===== src/rtl/clock_divider_prog.sv =====
// Runtime-programmable integer clock divider: produces a registered divided clock
// and a first-cycle-of-period tick from clk_in, with glitch-free divisor changes.
module clock_divider_prog #(
    parameter int CNT_W       = 16,
    parameter int DEFAULT_DIV = 2
) (
    input  logic             clk_in,
    input  logic             rst_n,
    input  logic             en,
    input  logic             restart,
    input  logic [CNT_W-1:0] div_in,
    input  logic             div_load,
    output logic             clk_out,
    output logic             tick,
    output logic [CNT_W-1:0] div_active,
    output logic             div_pend
);

    localparam logic [CNT_W-1:0] TWO   = CNT_W'(2);
    localparam logic [CNT_W-1:0] ONE   = CNT_W'(1);
    localparam logic [CNT_W-1:0] DEF_N = (CNT_W'(DEFAULT_DIV) < TWO) ? TWO : CNT_W'(DEFAULT_DIV);

    // Divisors below 2 cannot form a period with both a high and a low phase.
    function automatic logic [CNT_W-1:0] clamp_div(input logic [CNT_W-1:0] v);
        return (v < TWO) ? TWO : v;
    endfunction

    logic [CNT_W-1:0] phase;
    logic [CNT_W-1:0] pend_val;
    logic [CNT_W-1:0] div_in_c;
    logic [CNT_W-1:0] div_next;
    logic [CNT_W-1:0] n_sel;
    logic [CNT_W-1:0] half_hi;
    logic [CNT_W-1:0] phase_next;
    logic             last;
    logic             boundary;

    always_comb begin
        div_in_c = clamp_div(div_in);
        last     = (phase == div_active - ONE);
        boundary = en && (restart || last);

        // A load in the boundary cycle itself beats an older pending value.
        if (div_load) begin
            div_next = div_in_c;
        end else if (div_pend) begin
            div_next = pend_val;
        end else begin
            div_next = div_active;
        end

        n_sel      = boundary ? div_next : div_active;
        half_hi    = n_sel - (n_sel >> 1);
        phase_next = boundary ? '0 : phase + ONE;
    end

    always_ff @(posedge clk_in) begin
        if (!rst_n) begin
            phase      <= DEF_N - ONE;
            clk_out    <= 1'b0;
            tick       <= 1'b0;
            div_active <= DEF_N;
            div_pend   <= 1'b0;
            pend_val   <= '0;
        end else begin
            tick <= boundary;
            if (en) begin
                phase   <= phase_next;
                clk_out <= (phase_next < half_hi);
            end
            if (boundary) begin
                div_active <= div_next;
                div_pend   <= 1'b0;
            end else if (div_load) begin
                pend_val <= div_in_c;
                div_pend <= 1'b1;
            end
        end
    end

endmodule


===== config.mk =====
export PLATFORM = sky130hd
export DESIGN_NAME = clock_divider_prog
export DESIGN_NICKNAME = d
export VERILOG_FILES = /design/src/rtl/clock_divider_prog.sv
export SDC_FILE = /design/constraint.sdc
export NUM_CORES = 1
export LEC_CHECK = 0
export CAP_MARGIN = 5
export CELL_PAD_IN_SITES_DETAIL_PLACEMENT = 0
export CELL_PAD_IN_SITES_GLOBAL_PLACEMENT = 2
export CORE_MARGIN = 8
export CORE_UTILIZATION = 31
export DETAILED_ROUTE_END_ITERATION = 8
export GPL_TIMING_DRIVEN = 0
export PLACE_DENSITY = 0.84
export SYNTH_ARGS = -nofsm -noshare
export SYNTH_HDL_FRONTEND = slang
export SYNTH_SLANG_ARGS = --single-unit

===== constraint.sdc =====
create_clock -name clk_in -period 6.4 [get_ports clk_in]
set_clock_uncertainty 0.1 [all_clocks]
set_input_delay 1.28 -clock clk_in [delete_from_list [all_inputs] [get_ports clk_in]]
set_output_delay 1.28 -clock clk_in [all_outputs]
set_load 0.005 [all_outputs]

==> reports/qor.yml <==
status:
  run_status: "finished, violations left"
  violations: "setup timing"
critical_path:
  critPathMaxFanout: 5
  cp-start-kind: "register"
  arrival_ns: 6.54
  worstReg2RegStart: "div_active[2]$_SDFF_PN0_"
  endpoint_kind: "register"
  crit_path_max_incr_delay_ns: 0.60
  cp_slowest_cell: "or4_4"
  regToRegEndpoint: "clk_out$_SDFFE_PN0P_"
  r2r_slack_ns: -0.06
  rr_worst_depth: 29
  cp.required_ns: 6.48
  crit_type: "reg2reg"
final_layout:
  fillers: 1391
  drive_gt1_frac: 0.157
  final_common_cell: "nor2_1"
  final_core_utilization: 0.411
  final_cell_mix: "54 x nor2_1, 46 x dfxtp_1, 38 x clkdlybuf4s50_1"
  diodes: 0
  nets: 650
  area_growth_pct: 31.4
logic_synthesis:
  synth_cell_types: 59
  synthCells: 521
  synth_edf_count: 0
  syn_area_per_cell_um2: 7.82
  yosys_warnings: 0
  synth_ff_type: "dfxtp_1"
  synthesis.nets: 575
  yosysTopAreaCell: "dfxtp_1"
  synth-async-reset-ratio: 0
  yosysSeqAreaShare: 0.250
  synthDominantCellAreaShare: 0.250
  ys_ff_latch: 51
  syn_area_um2: 4080
  yosys-top-cells-area: "dfxtp_1 25%, ha_1 9.8%, xnor2_1 5.8%, nor2_1 5.0%, xor2_1 4.3%"
timing:
  finalWorstSetupSlack_ns: -0.0643
  tightest_slew_ns: 0.755
  relSlewSlack: 0.497
  finalCriticalPeriod_ns: 6.46
  slew_viol_final: 0
  fin_setup_tns_ns: -0.0643
  fmax_mhz: 155
  finalSetupViolCount: 1
  final.period_utilization: 1.01
  grt_setup_unrepaired: "yes"
  finalHoldViolCount: 0
detailed_routing:
  drt_first_pass_iters: 4
  avgViaCountPerCell: 5.15
  avgRoutedWirePerCell_um: 17.0
  postRouteAntennaNets: 0
  finalWirelength_mm: 13.1
  drc_errors: 0
  drtIter0Drc: 190
  vias: 3984
cts:
  clkLatencyLatePin_ns: 0.31
  cts_root_buf: "clkbuf_16"
  postCtsHoldBufs: 0
  clk_pin_slew_ns: 0.07
  clock-sinks: 51
  numCtsBuffers: 5
  tritoncts: "built"
  cts_max_level: 2
  cts_max_path_buffers: 2
global_routing:
  grt_pass1_wl_mm: 20.9
  grt_max_degree: 17
  grt_usage: 0.159
  grt_overflow: 0
  antenna_found_initial: 0
  grt_pass1_vias: 4045
placement:
  gp_congestion: 0.866
  post-dp-hpwl_mm: 10.0
  port_buffers: 38
  preCtsSetupSlack_ns: -1.59
die:
  placementRows: 42
  initial_utilization: 0.313
  core_um2: 13000
  dieArea_um2: 17100
  io_pins: 40
  die_x_um: 131
  die_height_um: 131
worst_hold_path:
  holdPathStages: 2
  min_from: "pend_val[1]$_SDFFE_PN0P_"
  hold_class: "reg2reg"
  worstHoldEndpoint: "pend_val[1]$_SDFFE_PN0P_"
job:
  drv_cap: 0
power_and_ir_drop:
  vdd_ir_drop_max_mv: 0.121
  cellLeakagePower_nw: 2.12
  power-per-cell-area_nw_per_um2: 233
-- cell usage after synthesis, types with 3 or more instances --
cell type and number:
nor3_1 17, nand2_1 31, nor2_1 54, xor2_1 20
mux2i_1 15, xnor2_1 27, and3_1 7, nand3_1 29
buf_2 6, nor2b_1 5, dfxtp_1 51, nand4_1 6
clkbuf_1 20, o31ai_1 4, nor4_1 6, a31o_2 3
ha_1 32, o21ai_0 31, nand3b_1 9, a31oi_1 4
and2_1 17, a221o_1 13, a21o_1 6, nand2b_1 3
inv_1 27, a21oi_1 33, and4_1 3
-- cell type report --
| class | count | area (um2) | share of cell area |
|---|---|---|---|
| clock inverters | 2 | 38.8 | 0.00724 |
| inverters | 28 | 108 | 0.0201 |
| flip-flops and latches | 51 | 1030 | 0.193 |
| clock buffers | 6 | 139 | 0.0259 |
| well taps | 176 | 220 | 0.0411 |
| multi-input cells | 414 | 3020 | 0.565 |
| plain buffers | 25 | 146 | 0.0273 |
| repair buffers | 71 | 644 | 0.120 |
-- worst max-delay path: cells and delay by family (launching register included) --
family | cells | cell delay (ns)
simple gates | 10 | 2.63
compound gates | 11 | 1.68
fa+ha+maj | 2 | 0.67
buf+inv | 4 | 0.58
flops | 1 | 0.36
xor+xnor | 2 | 0.31
-- worst max path at each step --
| stage | startpoint | end | slack, ns | cells after the start |
|---|---|---|---|---|
| 2_1_floorplan | div_active[2]$_SDFF_PN0_ | clk_out$_SDFFE_PN0P_ | 0.03 | 28 |
| 3_3_place_gp | div_active[0]$_SDFF_PN0_ | clk_out$_SDFFE_PN0P_ | -1.50 | 30 |
| 3_5_place_dp | div_active[0]$_SDFF_PN0_ | clk_out$_SDFFE_PN0P_ | -1.59 | 30 |
| 4_1_cts | div_active[1]$_SDFF_PN1_ | clk_out$_SDFFE_PN0P_ | -0.001 | 28 |
| 5_1_grt | div_active[2]$_SDFF_PN0_ | clk_out$_SDFFE_PN0P_ | -0.31 | 28 |
| 6_report | div_active[2]$_SDFF_PN0_ | clk_out$_SDFFE_PN0P_ | -0.06 | 29 |
-- flip-flops by register name (all words and copies together), names as in the netlist --
register	count
div_active	16
pend_val	16
phase	16
clk_out	1
div_pend	1
tick	1
-- logic make-up (layout without fill, tap and decap cells) --
kind of cell,Yosys count,in the layout,share of synthesized area
and+or+nand+nor,201,201,0.260
AOI/OAI and AO/OA,116,116,0.187
buffers and inverters,56,132,0.0562
DFF,51,51,0.250
xor gates and xnor gates,47,47,0.101
adders and majority gates,33,33,0.103
muxes,17,17,0.0424
-- layer usage --
metal | up-vias | part of all wire | global-route usage
met1 | 1869 | 0.45 | 0.193
met4 | 0 | 0.024 | 0.0513
met3 | 21 | 0.046 | 0.0313
met2 | 83 | 0.48 | 0.275
li1 | 2011 | - | -
met5 | - | 0 | 0
-- power breakdown --
| group | switching, W | total, W | internal [W] |
|---|---|---|---|
| Sequential | 0.0000240 | 0.000357 | 0.000333 |
| Combinational | 0.000283 | 0.000557 | 0.000274 |
| Clock | 0.000136 | 0.000333 | 0.000197 |
| Total | 0.000443 | 0.00125 | 0.000804 |
-- metrics by stage --
stage,hold slack [ns],instance area (um2),power (W),cells
final,0.361,5360,0.00125,773
after global routing,0.408,5360,0.00133,773
after CTS,0.361,5230,0.00122,766
after detailed placement,0.352,4680,0.000810,735
after global placement,0.337,4680,0.000802,735
after floorplan,0.322,4080,0.000683,521
-- repair_timing --
| action | in CTS | in global routing |
|---|---|---|
| buffers inserted | 25 | 8 |
| pin swaps | 29 | 25 |
| endpoints found under the setup margin | 1 | 1 |
| gates resized for setup | 44 | 17 |
(Power assumes the default switching activity.)
